--- config.mk ---
export PLATFORM = sky130hd
export DESIGN_NAME = uart_fifo_bridge_flat
export DESIGN_NICKNAME = d
export VERILOG_FILES = /design/src/rtl/uart_fifo_bridge_if.sv /design/src/rtl/uart_fifo_bridge.sv /design/src/flat_wrapper.sv
export SDC_FILE = /design/constraint.sdc
export NUM_CORES = 1
export LEC_CHECK = 0
export CAP_MARGIN = 20
export CORE_MARGIN = 1
export CORE_UTILIZATION = 50
export CTS_CLUSTER_DIAMETER = 100
export DETAILED_ROUTE_END_ITERATION = 16
export PLACE_DENSITY = 0.82
export SLEW_MARGIN = 0
export SYNTH_ARGS = -nofsm -noshare
export SYNTH_HDL_FRONTEND = slang
export SYNTH_SLANG_ARGS = --single-unit
--- constraint.sdc ---
create_clock -name clk_i -period 3.4 [get_ports clk_i]
set_clock_uncertainty 0.15 [all_clocks]
set_input_delay 0.85 -clock clk_i [delete_from_list [all_inputs] [get_ports clk_i]]
set_output_delay 0.85 -clock clk_i [all_outputs]
set_load 0.03 [all_outputs]
--- src/rtl/uart_fifo_bridge_if.sv ---
// rtl/uart_fifo_bridge_if.sv - CPU register bus and uart register port of the bridge
interface uart_fifo_bridge_if;
  logic        enable_i;
  logic [3:0]  wstrb_i;
  logic [31:0] addr_i;
  logic [31:0] wvalue_i;
  logic [31:0] rvalue_o;
  logic        uart_enable_o;
  logic [3:0]  uart_wstrb_o;
  logic [31:0] uart_addr_o;
  logic [31:0] uart_wvalue_o;
  logic [31:0] uart_rvalue_i;

  modport slave (
    input  enable_i, wstrb_i, addr_i, wvalue_i, uart_rvalue_i,
    output rvalue_o, uart_enable_o, uart_wstrb_o, uart_addr_o, uart_wvalue_o
  );

  modport master (
    output enable_i, wstrb_i, addr_i, wvalue_i, uart_rvalue_i,
    input  rvalue_o, uart_enable_o, uart_wstrb_o, uart_addr_o, uart_wvalue_o
  );
endinterface

--- src/rtl/uart_fifo_bridge.sv ---
// rtl/uart_fifo_bridge.sv - TX/RX byte FIFOs between the CPU bus and a polled uart register port
module uart_fifo_bridge #(
  parameter int DEPTH_LOG2 = 4
) (
  input logic              clk_i,
  input logic              rst_i,
  uart_fifo_bridge_if.slave bus
);
  localparam int DEPTH = 1 << DEPTH_LOG2;
  localparam int CW    = DEPTH_LOG2 + 1;

  typedef logic [DEPTH_LOG2-1:0] ptr_t;
  typedef logic [CW-1:0]         cnt_t;
  typedef enum logic [2:0] {S_IDLE, S_RX_REQ, S_RX_RSP, S_TX_REQ, S_TX_RSP} state_t;

  logic [7:0] tx_mem [DEPTH];
  logic [7:0] rx_mem [DEPTH];
  ptr_t   tx_wr, tx_rd, rx_wr, rx_rd;
  cnt_t   tx_count, rx_count;
  logic   tx_ovf, req_en_q;
  state_t state, next_state;

  logic        tx_full, tx_empty, rx_full, rx_nonempty;
  logic [1:0]  addr_sel;
  logic        cpu_wr_b0, cpu_rd, tx_push_req, tx_push, tx_pop, rx_push, rx_pop, ovf_clr;
  logic        u_enable;
  logic [3:0]  u_wstrb;
  logic [31:0] u_addr, u_wvalue, status, rd_next;

  assign tx_full     = (tx_count == cnt_t'(DEPTH));
  assign tx_empty    = (tx_count == '0);
  assign rx_full     = (rx_count == cnt_t'(DEPTH));
  assign rx_nonempty = (rx_count != '0);

  assign addr_sel    = bus.addr_i[3:2];
  assign cpu_wr_b0   = bus.enable_i & bus.wstrb_i[0];
  assign cpu_rd      = bus.enable_i & (bus.wstrb_i == 4'b0000);
  assign tx_push_req = cpu_wr_b0 & (addr_sel == 2'd0);
  // A full FIFO still accepts a push when the sequencer frees a slot in the same cycle
  assign tx_push     = tx_push_req & (~tx_full | tx_pop);
  assign rx_pop      = cpu_rd & (addr_sel == 2'd1) & rx_nonempty;
  assign ovf_clr     = cpu_wr_b0 & (addr_sel == 2'd2) & bus.wvalue_i[4];

  always_ff @(posedge clk_i or posedge rst_i) begin
    if (rst_i) state <= S_IDLE;
    else       state <= next_state;
  end

  always_comb begin
    next_state = state;
    u_enable   = 1'b0;
    u_wstrb    = 4'b0000;
    u_addr     = 32'd0;
    u_wvalue   = 32'd0;
    tx_pop     = 1'b0;
    rx_push    = 1'b0;
    case (state)
      S_IDLE:   next_state = S_RX_REQ;
      S_RX_REQ: begin
        // Enabled read consumes the uart holding register; with no room we only peek
        u_addr     = 32'd4;
        u_enable   = ~rx_full;
        next_state = S_RX_RSP;
      end
      S_RX_RSP: begin
        rx_push    = req_en_q & bus.uart_rvalue_i[8];
        next_state = tx_empty ? S_RX_REQ : S_TX_REQ;
      end
      S_TX_REQ: next_state = S_TX_RSP;
      S_TX_RSP: begin
        if (bus.uart_rvalue_i[10:0] == 11'h7FF && !tx_empty) begin
          u_enable = 1'b1;
          u_wstrb  = 4'b0001;
          u_wvalue = {24'd0, tx_mem[tx_rd]};
          tx_pop   = 1'b1;
        end
        next_state = S_RX_REQ;
      end
      default:  next_state = S_IDLE;
    endcase
  end

  assign bus.uart_enable_o = u_enable;
  assign bus.uart_wstrb_o  = u_wstrb;
  assign bus.uart_addr_o   = u_addr;
  assign bus.uart_wvalue_o = u_wvalue;

  always_ff @(posedge clk_i) begin
    if (tx_push) tx_mem[tx_wr] <= bus.wvalue_i[7:0];
    if (rx_push) rx_mem[rx_wr] <= bus.uart_rvalue_i[7:0];
  end

  always_ff @(posedge clk_i or posedge rst_i) begin
    if (rst_i) begin
      tx_wr    <= '0;
      tx_rd    <= '0;
      rx_wr    <= '0;
      rx_rd    <= '0;
      tx_count <= '0;
      rx_count <= '0;
      tx_ovf   <= 1'b0;
      req_en_q <= 1'b0;
    end else begin
      req_en_q <= (state == S_RX_REQ) & ~rx_full;
      if (tx_push) tx_wr <= tx_wr + 1'b1;
      if (tx_pop)  tx_rd <= tx_rd + 1'b1;
      if (rx_push) rx_wr <= rx_wr + 1'b1;
      if (rx_pop)  rx_rd <= rx_rd + 1'b1;
      if (tx_push && !tx_pop)      tx_count <= tx_count + 1'b1;
      else if (!tx_push && tx_pop) tx_count <= tx_count - 1'b1;
      if (rx_push && !rx_pop)      rx_count <= rx_count + 1'b1;
      else if (!rx_push && rx_pop) rx_count <= rx_count - 1'b1;
      if (tx_push_req && tx_full && !tx_pop) tx_ovf <= 1'b1;
      else if (ovf_clr)                      tx_ovf <= 1'b0;
    end
  end

  assign status = {8'd0, 8'(rx_count), 8'(tx_count), 3'd0,
                   tx_ovf, rx_full, rx_nonempty, tx_empty, tx_full};

  always_comb begin
    rd_next = 32'd0;
    case (addr_sel)
      2'd1:    rd_next = rx_nonempty ? {23'd0, 1'b1, rx_mem[rx_rd]} : 32'd0;
      2'd2:    rd_next = status;
      default: rd_next = 32'd0;
    endcase
  end

  always_ff @(posedge clk_i or posedge rst_i) begin
    if (rst_i) bus.rvalue_o <= 32'd0;
    else       bus.rvalue_o <= rd_next;
  end

  logic unused_bits;
  assign unused_bits = ^{bus.addr_i[31:4], bus.addr_i[1:0], bus.wvalue_i[31:8],
                         bus.uart_rvalue_i[31:11]};
endmodule

--- src/flat_wrapper.sv ---
// flat-port wrapper written by rule: the top's interface ports become plain ports
module uart_fifo_bridge_flat 
#(
  parameter int DEPTH_LOG2 = 4
)
  (clk_i, rst_i, bus_enable_i, bus_wstrb_i, bus_addr_i, bus_wvalue_i, bus_uart_rvalue_i, bus_rvalue_o, bus_uart_enable_o, bus_uart_wstrb_o, bus_uart_addr_o, bus_uart_wvalue_o);
  uart_fifo_bridge_if bus_i ();
  input logic clk_i;
  input logic rst_i;
  input wire logic [$bits(bus_i.enable_i)-1:0] bus_enable_i;
  input wire logic [$bits(bus_i.wstrb_i)-1:0] bus_wstrb_i;
  input wire logic [$bits(bus_i.addr_i)-1:0] bus_addr_i;
  input wire logic [$bits(bus_i.wvalue_i)-1:0] bus_wvalue_i;
  input wire logic [$bits(bus_i.uart_rvalue_i)-1:0] bus_uart_rvalue_i;
  output wire logic [$bits(bus_i.rvalue_o)-1:0] bus_rvalue_o;
  output wire logic [$bits(bus_i.uart_enable_o)-1:0] bus_uart_enable_o;
  output wire logic [$bits(bus_i.uart_wstrb_o)-1:0] bus_uart_wstrb_o;
  output wire logic [$bits(bus_i.uart_addr_o)-1:0] bus_uart_addr_o;
  output wire logic [$bits(bus_i.uart_wvalue_o)-1:0] bus_uart_wvalue_o;
  assign bus_i.enable_i = bus_enable_i;
  assign bus_i.wstrb_i = bus_wstrb_i;
  assign bus_i.addr_i = bus_addr_i;
  assign bus_i.wvalue_i = bus_wvalue_i;
  assign bus_i.uart_rvalue_i = bus_uart_rvalue_i;
  assign bus_rvalue_o = bus_i.rvalue_o;
  assign bus_uart_enable_o = bus_i.uart_enable_o;
  assign bus_uart_wstrb_o = bus_i.uart_wstrb_o;
  assign bus_uart_addr_o = bus_i.uart_addr_o;
  assign bus_uart_wvalue_o = bus_i.uart_wvalue_o;
  uart_fifo_bridge #(.DEPTH_LOG2(DEPTH_LOG2)) u_core (.clk_i(clk_i), .rst_i(rst_i), .bus(bus_i));
endmodule
; After elaboration in Yosys (flattened, before gate mapping)
; Memory sizes are Yosys's and may differ from the RTL's.
; Index checks and enable logic that the tools add are counted.
[totals]
regBits = 63
elab_cells = 86
memories = 2
input_bits = 103
ramBits = 256
[classes]
muxes = 23
add_sub_neg = 8
n_reduce_logical = 21
bitwise_logic = 13
eq_ne = 9
[mem_list]
columns = memory, words, width, rd, rd_clocked_by_memory_dff, write_ports, line_no
row1 = u_core.rx_mem, 16, 8, 1, 0, 1, uart_fifo_bridge.sv:17  ; logic [7:0] rx_mem [DEPTH];
row2 = u_core.tx_mem, 16, 8, 1, 0, 1, uart_fifo_bridge.sv:16  ; logic [7:0] tx_mem [DEPTH];
[op_table]
columns = cell, count
row1 = case mux 32 bit (2 select lines), 1
row2 = two-way mux 32 bit, 1
row3 = two-way mux 5 bit, 4
row4 = adder 4 x 1 -> 4 bit (second input constant), 4
row5 = case mux 3 bit (4 select lines), 1
row6 = equality test 11 bit (second input constant), 1
row7 = adder 5 x 1 -> 5 bit (second input constant), 2
row8 = AND 1 bit, 10
row9 = equality test 5 bit (second input constant), 2
row10 = two-way mux 1 bit, 10
row11 = subtractor 5 x 1 -> 5 bit (second input constant), 2
row12 = two-way mux 9 bit, 1
row13 = two-way mux 8 bit, 1
row14 = logical AND 1 bit, 7
row15 = equality test 3 x 2 -> 1 bit (second input constant), 2
row16 = nonzero test 2 bit, 3
row17 = logical NOT 1 bit, 5
row18 = logical NOT 5 bit, 1
row19 = nonzero test 5 bit, 1
row20 = logical NOT 4 bit, 1
row21 = two-way mux 4 bit, 1
row22 = equality test 3 x 1 -> 1 bit (second input constant), 1
row23 = equality test 3 bit (second input constant), 1
row24 = logical NOT 3 bit, 1
row25 = 9 further kinds, 10

; Logic depth before layout (Yosys ltp)
; Gate-level depths: netlist of the first run.
[depth]
word_depth = 11
depth_mapped = 13

; Worst setup path after synthesis of the first run
; Ideal clock, no wire load.
[synth_path]
path_type = input port to flip-flop
startpoint = input port bus_uart_rvalue_i[10]
endpoint = register u_core.tx_count[4]
t_arrival_ps = 3047
path_buffers = 1
setup_ps = 80
cell_stages = 12
path_slack_ps = 123
cell_sequence = nand4bb_4 nor4_4 o21ai_4 buf_6 inv_1 ha_1 inv_1 fa_1 a21o_1 a21oi_1 mux2i_1 xnor2_1
[synth_via]
elab_chain_cells = 9
[synth_rtl]
columns = item, line_no
row1 = from (decl), flat_wrapper.sv:14  ; input wire logic [$bits(bus_i.uart_rvalue_i)-1:0] bus_uart_rvalue_i;
row2 = equality test 11 bit (*), uart_fifo_bridge.sv:71  ; if (bus.uart_rvalue_i[10:0] == 11'h7FF && !tx_empty) begin
row3 = logical AND 1 bit (*), uart_fifo_bridge.sv:71
row4 = two-way mux 1 bit (*), uart_fifo_bridge.sv:71
row5 = two-way mux 1 bit (*), uart_fifo_bridge.sv:57  ; case (state)
row6 = OR 1 bit (*), uart_fifo_bridge.sv:40  ; assign tx_push = tx_push_req & (~tx_full | tx_pop);
row7 = AND 1 bit (*), uart_fifo_bridge.sv:40
row8 = net u_core.tx_push, uart_fifo_bridge.sv:25  ; logic cpu_wr_b0, cpu_rd, tx_push_req, tx_push, tx_pop, rx_push, rx_pop, ovf_clr;
row9 = logical NOT 1 bit, uart_fifo_bridge.sv:110  ; else if (!tx_push && tx_pop) tx_count <= tx_count - 1'b1;
row10 = logical AND 1 bit, uart_fifo_bridge.sv:110
row11 = nonzero test 2 bit (no line), n/a
row12 = to (signal assigned), uart_fifo_bridge.sv:109  ; if (tx_push && !tx_pop) tx_count <= tx_count + 1'b1;
row13 = to (signal assigned), uart_fifo_bridge.sv:110
row14 = to (decl), uart_fifo_bridge.sv:19  ; cnt_t tx_count, rx_count;
; Mark *: on every way through the listed nets, which the timed path passes. The rest lies on a longest branch.
; A chain may end at the register's enable or synchronous reset.

; Final worst setup path of the first run
[layout_path]
startpoint = input port bus_uart_rvalue_i[8]
endpoint = output port bus_uart_wvalue_o[4]
[layout_via]
elab_chain_cells = 4
[layout_rtl]
columns = item, line_no
row1 = equality test 11 bit, uart_fifo_bridge.sv:71
row2 = logical AND 1 bit, uart_fifo_bridge.sv:71
row3 = two-way mux 8 bit, uart_fifo_bridge.sv:71
row4 = two-way mux 32 bit, uart_fifo_bridge.sv:57
row5 = to (decl), flat_wrapper.sv:19  ; output wire logic [$bits(bus_i.uart_wvalue_o)-1:0] bus_uart_wvalue_o;
; No other way between the ends.

==> summary.log, run 1 <==
qor: synthesis.yosysTopAreaCell sky130_fd_sc_hd__edfxtp_1
qor: grt.gr-usage-all-layers 19.3%
qor: critical_path.slowest_stage sky130_fd_sc_hd__clkdlybuf4s15_1
qor: floorplan.floorplan.die.width 163 um
qor: sta.timing.setup.tns 0 ns
qor: synthesis.post_synth_inst_count 726
qor: sta.finalSetupViolations 0
qor: grt.grt_pass1_vias 6713
qor: power_and_ir_drop.ir_worst_vdd 0.000352 V
qor: cts.cts.clk_slew.worst_paths 0.06 ns
qor: sta.layout_min_cycle_time 3.31 ns
qor: finish.drive_gt1_share 26.3%
qor: detailed_routing.routed_wire_length_per_instance 20.8 um
qor: floorplan.start_util 51.3%
qor: cts.clock_tree_from_tritoncts built
qor: finish.finish.net_count 990
qor: detailed_routing.route.vias.total 6516
qor: finish.mostFrequentLayoutCell sky130_fd_sc_hd__edfxtp_1
qor: grt.grt-ovfl-total 0
qor: floorplan.die-area 26500 sq um
qor: sta.fmax 302 MHz
qor: critical_path.worstSetupStartpoint bus_uart_rvalue_i[8]
qor: critical_path.worstSetupEndpointType primary output
qor: critical_path.r2r_setup_slack 0.30 ns
qor: critical_path.worst_r2r_startpoint u_core.tx_count[1]$_DFFE_PP0P_
qor: cts.h-tree-depth 1
qor: cts.clk_path_buf_depth 3
qor: critical_path.crit_required 2.40 ns
qor: detailed_routing.drc 0
qor: critical_path.rr_endpoint u_core.tx_count[4]$_DFFE_PP0P_
qor: sta.slew_viol_final 0
qor: synthesis.synthesis_stage_register_bit_count 305
qor: grt.wire_length_of_the_first_global_routing_pass 37.7 mm
qor: detailed_routing.drt_wl_total 25.3 mm
qor: grt.maximum_number_of_pins_on_one_net_before_global_route_repair 44
qor: power_and_ir_drop.powerDensity 585 nW/um^2
qor: detailed_routing.via_per_inst 5.36
qor: sta.worst_hold_slack 0.367 ns
qor: finish.fin_cells 1215
qor: critical_path.critical_path.startpoint_type input port
qor: sta.slew_headroom 43.0%
qor: synthesis.yosysWarningCount 0
qor: critical_path.crit_path_max_fanout 4
qor: detailed_routing.detail_route.first_pass.iterations 5
qor: critical_path.worstPathCellList clkdlybuf4s15_1 > nand4_1 > nor4_4 > buf_6 > nand2_8 > buf_16 > a21oi_4 > buf_6
qor: floorplan.core_region_area 25300 sq um
qor: placed_design.global_placement_routability_congestion 0.790
qor: worst_hold_path.timing.hold.worst.class input port to async pin
qor: synthesis.synth.top_cells.by_area sky130_fd_sc_hd__edfxtp_1 (59%), sky130_fd_sc_hd__mux4_2 (11%), sky130_fd_sc_hd__dfrtp_1 (9.5%)
qor: sta.min_period_over_period 97.2%
qor: cts.clock_net_sink_count 305
qor: sta.unrepaired_setup_endpoints_after_global_routing no
qor: detailed_routing.antenna_left 0
qor: sta.tightest_slew 0.855 ns
qor: placed_design.buffer_ports.inserted 56
qor: synthesis.synth_top_flop_cell sky130_fd_sc_hd__edfxtp_1
qor: synthesis.synth-seq-area-share 68.9%
qor: placed_design.placed_cells_incl_taps 1157
qor: finish.fin_area 15200 sq um
qor: critical_path.cp_peak_stage_delay 0.30 ns
qor: floorplan.die_h 163 um
qor: sta.finalHoldViolations 0
qor: finish.most-common-layout-cells sky130_fd_sc_hd__edfxtp_1 (256), sky130_fd_sc_hd__buf_4 (79), sky130_fd_sc_hd__conb_1 (72)
qor: floorplan.pin_count 204
qor: critical_path.cp.arrival 2.31 ns
qor: finish.synthToLayoutAreaGrowth 17.5%
qor: critical_path.crit_path_end bus_uart_wvalue_o[4]
qor: finish.insertedDiodeCount 0
qor: synthesis.netlist_area 12900 sq um
qor: critical_path.crit_path_frequent_cell sky130_fd_sc_hd__buf_6
qor: synthesis.share_of_flip_flops_with_an_asynchronous_set_or_reset_after_synthesis 16.1%
qor: grt.grt_antenna_before_repair 0
qor: power_and_ir_drop.leakagePower 5.38 nW
qor: synthesis.synth_enable_flop_cells 256
qor: placed_design.dpl-instance-area 14100 sq um
qor: cts.clkLatencyLatePin 0.55 ns
qor: synthesis.synth_largest_type_area_fraction 59.4%
qor: cts.cts_root_buf sky130_fd_sc_hd__clkbuf_16
qor: outcome.status finished, final reports clean
qor: critical_path.critical_path_class input port to primary output
qor: synthesis.synth.distinct_cells 52
qor: critical_path.worst_r2r_path_depth 11
qor: cts.tritoncts.num_buffers 30
qor: run.cap_violations 0
qor: cts.cts_hold_buffers 0
qor: detailed_routing.drt_first_iter_violations 463
qor: synthesis.synthesis.area_per_instance 17.8 sq um
qor: floorplan.placement_rows 58
qor: placed_design.dp.final_hpwl 16.4 mm
[synth_stat cells, types with 3 or more instances]
library cell	n
sky130_fd_sc_hd__edfxtp_1	256
sky130_fd_sc_hd__buf_4	79
sky130_fd_sc_hd__mux4_2	64
sky130_fd_sc_hd__dfrtp_1	49
sky130_fd_sc_hd__and2_1	22
sky130_fd_sc_hd__ha_1	21
sky130_fd_sc_hd__nand2_1	21
sky130_fd_sc_hd__inv_1	19
sky130_fd_sc_hd__mux2i_1	18
sky130_fd_sc_hd__nor2_1	18
sky130_fd_sc_hd__xnor2_1	17
sky130_fd_sc_hd__a22oi_1	16
sky130_fd_sc_hd__a21oi_1	14
sky130_fd_sc_hd__clkbuf_1	11
sky130_fd_sc_hd__o21ai_0	10
sky130_fd_sc_hd__buf_2	8
sky130_fd_sc_hd__nand3_1	8
sky130_fd_sc_hd__nor4b_1	6
sky130_fd_sc_hd__nor3_2	5
sky130_fd_sc_hd__a21o_1	4
sky130_fd_sc_hd__buf_1	4
sky130_fd_sc_hd__o22a_1	4
sky130_fd_sc_hd__and3_1	3
sky130_fd_sc_hd__mux2_4	3
sky130_fd_sc_hd__nand4_1	3
sky130_fd_sc_hd__nor2b_1	3
sky130_fd_sc_hd__nor3_1	3
sky130_fd_sc_hd__nor4_1	3
sky130_fd_sc_hd__o2111ai_2	3
sky130_fd_sc_hd__o22ai_1	3
sky130_fd_sc_hd__xor2_1	3
[final cells by class]
cell class / count / area (sq um)
Sequential cell: 305 / 8920
Clock buffer: 42 / 816
Inverter: 19 / 71.3
Clock inverter: 11 / 93.8
Fill cell: 1785 / 10000
Multi-Input combinational cell: 369 / 3610
Timing Repair Buffer: 139 / 1300
Tap cell: 330 / 413
[report_power, final]
part | leakage (nW) | internal (W) | total (W) | switching (W)
registers | 2.93 | 0.00424 | 0.00453 | 0.000293
clock network | 0.444 | 0.00174 | 0.00302 | 0.00127
logic | 2.00 | 0.000634 | 0.00135 | 0.000719
total | 5.38 | 0.00662 | 0.00891 | 0.00229
[worst max-delay path, delay by kind of cell]
kind | cells | cell delay (ns)
compound gates | 1 | 0.14
buf+inv | 4 | 0.78
simple gates | 3 | 0.52
[timing repair]
action | CTS | global route
setup buffers | 3 | 0
gates cloned | 1 | 1
resized for setup | 31 | 3
endpoints found under the setup margin | 10 | 4
pin swaps | 3 | 0
[metal layers]
metal	GRT usage, %	wire length [um]	vias up
li1	-	-	2938
met1	23.1	9520	3322
met2	35.5	13900	190
met3	2.62	1090	66
met4	6.71	820	0
met5	0	0	-
[registers in the layout, summed over array words and instances (netlist names)]
register and count:
u_core.tx_mem 128, u_core.rx_wr 4, u_core.rx_count 5, u_core.rx_rd 4, u_core.bus.rvalue_o 18, u_core.rx_mem 128, u_core.state 3, u_core.req_en_q 1
u_core.tx_rd 4, u_core.tx_count 5, u_core.tx_ovf 1, u_core.tx_wr 4
[worst min-delay path by stage]
stage / from / endpoint / slack, ns
6_report: rst_i / u_core.bus.rvalue_o[12]$_DFF_PP0_ / 0.37
4_1_cts: rst_i / u_core.bus.rvalue_o[12]$_DFF_PP0_ / 0.36
5_1_grt: rst_i / u_core.bus.rvalue_o[9]$_DFF_PP0_ / 0.39
3_5_place_dp: u_core.state[0]$_DFF_PP0_ / u_core.state[0]$_DFF_PP0_ / 0.38
3_3_place_gp: u_core.state[0]$_DFF_PP0_ / u_core.state[0]$_DFF_PP0_ / 0.36
2_1_floorplan: u_core.state[0]$_DFF_PP0_ / u_core.state[0]$_DFF_PP0_ / 0.32
[metrics by stage]
step                setup slack [ns]  util (%)  power [W]
finish                        0.0939      60.2    0.00891
detailed placement            -0.504      56.0    0.00596
global placement              -0.450      56.0    0.00591
CTS                           0.0118      60.1    0.00898
floorplan                      0.123         -    0.00555
global route                  0.0253      60.2    0.00926
[logic make-up after synthesis]
logic type | count (synthesis) | share of synthesized area, %
flops | 305 | 68.9
xor+xnor | 20 | 1.35
other cells | 1 | 0.0290
mux | 87 | 13.0
compound gates | 61 | 3.36
fa+ha+maj | 23 | 2.34
simple gates | 106 | 4.95
buf+inv | 123 | 6.05
No activity file was read; power rests on OpenSTA's default activity.
==> inputs of run 2 (changes only) <==
CTS_CLUSTER_DIAMETER = default   (was 100)
==> results of run 2 <==
No change in the layout: final DEF, timing and power equal those of run 1.
